File: src/rtl/serial_subtractor.sv
// Bit-serial unsigned subtractor: Diff = A - B, one bit per clock, LSB first,
// behind a start/done handshake. Borrow is set iff A < B.
module serial_subtractor #(
  parameter int WIDTH = 8
) (
  input  logic             clk,
  input  logic             rst,
  input  logic             start,
  input  logic [WIDTH-1:0] A,
  input  logic [WIDTH-1:0] B,
  output logic             busy,
  output logic             done,
  output logic [WIDTH-1:0] Diff,
  output logic             Borrow
);

  localparam int CW = $clog2(WIDTH + 1);

  typedef enum logic [1:0] {IDLE, RUN, DONE} state_t;

  state_t           state_q, state_d;
  logic [WIDTH-1:0] sa_q, sa_d, sb_q, sb_d, res_q, res_d, diff_q, diff_d;
  logic [CW-1:0]    cnt_q, cnt_d;
  logic             bw_q, bw_d, busy_q, busy_d, done_q, done_d, borrow_q, borrow_d;

  // Full-subtractor cell on the current LSBs
  logic a_bit, b_bit, d_bit, bw_next;
  logic [WIDTH-1:0] res_shift;

  assign a_bit   = sa_q[0];
  assign b_bit   = sb_q[0];
  assign d_bit   = a_bit ^ b_bit ^ bw_q;
  assign bw_next = (~a_bit & b_bit) | (~(a_bit ^ b_bit) & bw_q);

  // Result fills from the MSB end so bit 0 lands at position 0 after WIDTH shifts
  generate
    if (WIDTH == 1) begin : g_w1
      assign res_shift = d_bit;
    end else begin : g_wn
      assign res_shift = {d_bit, res_q[WIDTH-1:1]};
    end
  endgenerate

  always_ff @(posedge clk) begin
    if (rst) begin
      state_q  <= IDLE;
      sa_q     <= '0;
      sb_q     <= '0;
      res_q    <= '0;
      diff_q   <= '0;
      cnt_q    <= '0;
      bw_q     <= 1'b0;
      busy_q   <= 1'b0;
      done_q   <= 1'b0;
      borrow_q <= 1'b0;
    end else begin
      state_q  <= state_d;
      sa_q     <= sa_d;
      sb_q     <= sb_d;
      res_q    <= res_d;
      diff_q   <= diff_d;
      cnt_q    <= cnt_d;
      bw_q     <= bw_d;
      busy_q   <= busy_d;
      done_q   <= done_d;
      borrow_q <= borrow_d;
    end
  end

  always_comb begin
    state_d  = state_q;
    sa_d     = sa_q;
    sb_d     = sb_q;
    res_d    = res_q;
    diff_d   = diff_q;
    cnt_d    = cnt_q;
    bw_d     = bw_q;
    busy_d   = busy_q;
    done_d   = 1'b0;
    borrow_d = borrow_q;
    case (state_q)
      IDLE: begin
        busy_d = 1'b0;
        if (start) begin
          state_d = RUN;
          sa_d    = A;
          sb_d    = B;
          cnt_d   = '0;
          bw_d    = 1'b0;
          busy_d  = 1'b1;
        end
      end
      RUN: begin
        sa_d  = sa_q >> 1;
        sb_d  = sb_q >> 1;
        res_d = res_shift;
        bw_d  = bw_next;
        cnt_d = cnt_q + CW'(1);
        if (cnt_q == CW'(WIDTH - 1)) begin
          state_d  = DONE;
          diff_d   = res_shift;
          borrow_d = bw_next;
          done_d   = 1'b1;
        end
      end
      DONE: begin
        state_d = IDLE;
        busy_d  = 1'b0;
      end
      default: state_d = IDLE;
    endcase
  end

  assign busy   = busy_q;
  assign done   = done_q;
  assign Diff   = diff_q;
  assign Borrow = borrow_q;

endmodule

File: config.mk
export PLATFORM = sky130hd
export DESIGN_NAME = serial_subtractor
export DESIGN_NICKNAME = d
export VERILOG_FILES = /design/src/rtl/serial_subtractor.sv
export SDC_FILE = /design/constraint.sdc
export NUM_CORES = 1
export LEC_CHECK = 0
export CORE_MARGIN = 5
export CORE_UTILIZATION = 55
export DETAILED_ROUTE_END_ITERATION = 8
export GPL_ROUTABILITY_DRIVEN = 1
export GPL_TIMING_DRIVEN = 0
export PLACE_DENSITY = 0.83
export SYNTH_ARGS = -nofsm -noshare
export SYNTH_HDL_FRONTEND = slang
export SYNTH_SLANG_ARGS = --single-unit
File: constraint.sdc
create_clock -name clk -period 2.7 [get_ports clk]
set_clock_uncertainty 0.2 [all_clocks]
set_input_delay 0.405 -clock clk [delete_from_list [all_inputs] [get_ports clk]]
set_output_delay 0.405 -clock clk [all_outputs]
set_load 0.01 [all_outputs]
== After elaboration in Yosys (flattened, before gate mapping) ==
Index checks and enable logic that the tools add are counted.

* Register bits after elaboration: 42
* Bits of input ports: 19
* Output and inout bits: 11
* Logic and storage cells: 45

* Add/subtract/negate cells: 1
* Equal/unequal tests: 5
* Multiplexer cells: 14
* Bitwise gates (word level): 8
* Reductions and logical operators: 7

{| class="wikitable"
|+ Operator list
! cell !! count
|-
| 8-bit case mux with 2 select lines || 2
|-
| 8-bit two-way mux || 2
|-
| 4-bit case mux with 2 select lines || 1
|-
| 2-bit AND reduction || 3
|-
| 4-bit by 1-bit adder with 4-bit output (second input constant) || 1
|-
| 4-bit by 3-bit == test with 1-bit output (second input constant) || 1
|-
| 2-bit two-way mux || 2
|-
| 4-bit two-way mux || 1
|-
| 2-bit inequality test (second input constant) || 2
|-
| 1-bit case mux with 2 select lines || 2
|-
| 2-bit case mux with 2 select lines || 1
|-
| 2-bit nonzero test || 2
|-
| 1-bit two-way mux || 3
|-
| 1-bit inverter || 3
|-
| 1-bit bitwise AND || 2
|-
| 2-bit by 1-bit == test with 1-bit output (second input constant) || 1
|-
| 2-bit == test (second input constant) || 1
|-
| 2-bit zero test || 1
|-
| 2-bit OR reduction || 1
|-
| 1-bit bitwise XOR || 2
|-
| 1-bit bitwise OR || 1
|}

== Logic depth before layout (Yosys ltp) ==
* Depth after elaboration: 5
* Mapped depth: 6
* Mapped depth without buffers: 4

== Worst setup path after synthesis ==
No wires, ideal clock.

* Kind: register to register
* Start point: reg cnt_q[0]
* End point: reg borrow_q (netlist: Borrow)
* Setup time: 0.086 ns
* Data arrival time: 1.170 ns
* Data required time: 2.414 ns
* Path slack: 1.244 ns
* Cell stages (with the launch flop): 6
* Path buffers: 1
* Cells stage by stage: dfxtp_1 -> ha_1 -> and3b_1 -> buf_4 -> and2_1 -> a211oi_1

* Longest elaborated chain between the ends: 2

{| class="wikitable"
|+ Ends and longest elaborated chain
! element !! RTL line !! source
|-
| start: declaration || 23 || <nowiki>logic [CW-1:0] cnt_q, cnt_d;</nowiki>
|-
| start signal: assignment || 62 || <nowiki>cnt_q <= cnt_d;</nowiki>
|-
| 4-bit by 3-bit == test with 1-bit output || 99 || <nowiki>if (cnt_q == CW'(WIDTH - 1)) begin</nowiki>
|-
| 2-bit AND reduction (no source line) || - ||
|-
| end signal: assignment || 66 || <nowiki>borrow_q <= borrow_d;</nowiki>
|-
| end: declaration || 24 || <nowiki>logic bw_q, bw_d, busy_q, busy_d, done_q, done_d, borrow_q, borrow_d;</nowiki>
|}

No other way between the ends.
A chain may end at the register's enable or synchronous reset.

== Final worst setup path ==
* Start point: reg diff_q[4] (netlist: Diff[4])
* End point: out Diff[4]

{| class="wikitable"
|+ RTL lines
! element !! RTL line !! source
|-
| start: declaration || 22 || <nowiki>logic [WIDTH-1:0] sa_q, sa_d, sb_q, sb_d, res_q, res_d, diff_q, diff_d;</nowiki>
|-
| start signal: assignment || 61 || <nowiki>diff_q <= diff_d;</nowiki>
|-
| end: declaration || 13 || <nowiki>output logic [WIDTH-1:0] Diff,</nowiki>
|}

No word-level cell between the ends.

==> results.cfg <==
[clock_network]
clkSlewWorstSetupHoldPaths_ns = 0.13
cts_made_buffers = 5
holdBufCountCts = 0
cts_resized = 0
post_cts_buffers = 0
clock-sinks = 41
clockBufferDepth = 2
clk-insertion-delay-late_ns = 0.35
h-tree-depth = 2
cts_tree = yes
root_buffer = clkbuf_4

[power_and_ir_drop]
peakVddDrop_v = 0.0005114
p_per_area_nw_per_um2 = 524.6
p_leak_nw = 0.7805

[worst_setup_path]
arrival_ns = 1.27
cp-start-kind = register
end_kind = primary output
cp_max_fo = 2
crit_type = reg -> out
crit_required_ns = 2.10
cp_cell_sequence = clkdlybuf4s50_1
crit_family = buffers and inverters
crit_slowest_cell = clkdlybuf4s50_1
critPathMaxStageDelay_ns = 0.56
path_buf_inv = 1

[grt]
grt_max_degree = 14
grt_pass1_wl_mm = 6.651
antenna_found_initial = 0
grt_overflow = 0
track_usage_pct = 19.37
grt_pass1_vias = 1499

[timing]
period_share_pct = 69.28
tns_ns = 0
fmax_mhz = 534.6
worst_slew_pin_slew_ns = 0.4683
setup_slack_ns = 0.8295
rsz0062_at_grt = no
setup_viol = 0
period_needed_ns = 1.870
max-slew-margin-rel_pct = 68.78
hold_viol_final = 0
slew_viol_final = 0

[synthesis]
ys_dominant_reg_cell = dfxtp_1
ys_warn_count = 0
syn_area_per_cell_um2 = 8.952
synth.cell_area_um2 = 1737
synth_edf_count = 0
ys_seq_area_share_pct = 47.26
synthArstFlopShare_pct = 0
yosysUniqueCellTypes = 30
ys_seq_elements = 41
syn_nets = 215
synthCells = 194

[drt]
routed_via_density = 5.542
wl_per_cell_um = 13.88
drtPass1Iterations = 4
ant_nets = 0
totalWireLength_mm = 3.816
dr.first_iter.drc_count = 145
num_vias = 1524
drc = 0

[cells_and_area]
nets = 251
syn2layout_area_growth_pct = 23.63
drive_above_1_share_pct = 12.12
diodes = 0

[floorplan]
fp.coreArea_um2 = 3053
dieWidth_um = 66.19
die_h_um = 66.19
row_count = 20
dieArea_um2 = 4381
io_pins = 30
start_util_pct = 56.89

[placed_design]
portBuffers = 29
place_ws_ns = 0.7108
place.gp.congestion = 0.8148
dp_hpwl_mm = 2.815

[status]
status = complete, no violations

[run]
max-cap-violations = 0

[hold_path]
hp-class = reg -> reg
## sequential cells by signal (all words and copies together) (netlist names)
name     flops
Diff         8
sa_q         8
sb_q         8
res_q        7
cnt_q        4
state_q      2
Borrow       1
busy         1
bw_q         1
done         1
## final cells by class
class / instances / area (um2)
Clock buffer: 6 / 51.30
Tap cell: 44 / 55.05
Inverter: 4 / 15.01
Timing Repair Buffer: 29 / 290.3
Sequential cell: 41 / 820.8
Multi-Input combinational cell: 133 / 802.0
Fill cell: 259 / 905.9
Clock inverter: 2 / 13.76
Buffer: 16 / 98.84
## path summary, 6_finish.rpt
check                 from       end  slack, ns  cells after the start
hold reg to reg   res_q[2]  res_q[1]       0.26                      2
hold / removal    res_q[2]  res_q[1]       0.26                      2
setup reg to reg  cnt_q[0]    Borrow       1.06                      6
setup / recovery   Diff[4]   Diff[4]       0.83                      1
## cells in the final DEF, fill, tap and decap left out, types with 5 or more instances in the layout
cell type and count:
clkdlybuf4s50_1 29, clkbuf_4 5, nand3_1 10, nand2_1 18
a21oi_1 18, clkbuf_1 6, a211oi_1 15, nor2_1 29
o2bb2ai_1 10, dfxtp_1 41, a21bo_2 8
## where the power goes
group / switching [mW] / leakage, nW / internal (mW)
combinational: 0.0753 / 0.407 / 0.0710
clock: 0.204 / 0.0382 / 0.127
sequential: 0.0170 / 0.335 / 0.632
## per-layer routing
metal  global-route usage (%)  up-vias  part of all wire [%]
li1                         -      759                     -
met1                    24.89      727                    45
met2                    31.97       34                    51
met3                    4.422        4                   3.3
met4                    6.091        0                  0.76
met5                        0        -                     0
## stage by stage
stage          std cells  util, %  power [mW]  instance area [um2]  hold WS [ns]
2_1_floorplan        194        -      0.7492                 1737        0.2366
3_3_place_gp         267    68.20      0.8003                 2082        0.2450
3_5_place_dp         267    68.20      0.8073                 2082        0.2556
4_1_cts              275    70.33       1.131                 2147        0.2639
5_1_grt              275    70.33       1.178                 2147        0.2938
6_report             275    70.33       1.126                 2147        0.2593
## synth_stat cells, drive strengths merged, types with 2 or more instances
| cell | count | area (um2) |
|---|---|---|
| inv | 4 | 15.01 |
| nor2b | 3 | 18.77 |
| nand2b | 2 | 12.51 |
| a211oi | 15 | 112.6 |
| a21bo | 8 | 80.08 |
| nand2 | 18 | 67.56 |
| o22ai | 4 | 25.02 |
| clkbuf | 6 | 22.52 |
| a22oi | 3 | 22.52 |
| buf | 10 | 76.32 |
| dfxtp | 41 | 820.8 |
| nor2 | 29 | 108.9 |
| nand3 | 10 | 50.05 |
| a21oi | 18 | 90.09 |
| o2bb2ai | 10 | 87.58 |
## logic make-up after synthesis
kind of cell               synth area share, %
and+or+nand+nor                          16.50
AOI/OAI and AO/OA                        27.23
DFF                                      47.26
buffers and inverters                    6.556
adders and majority gates                1.873
muxes                                   0.5764
Note: power is estimated with default switching activity, not from simulation.
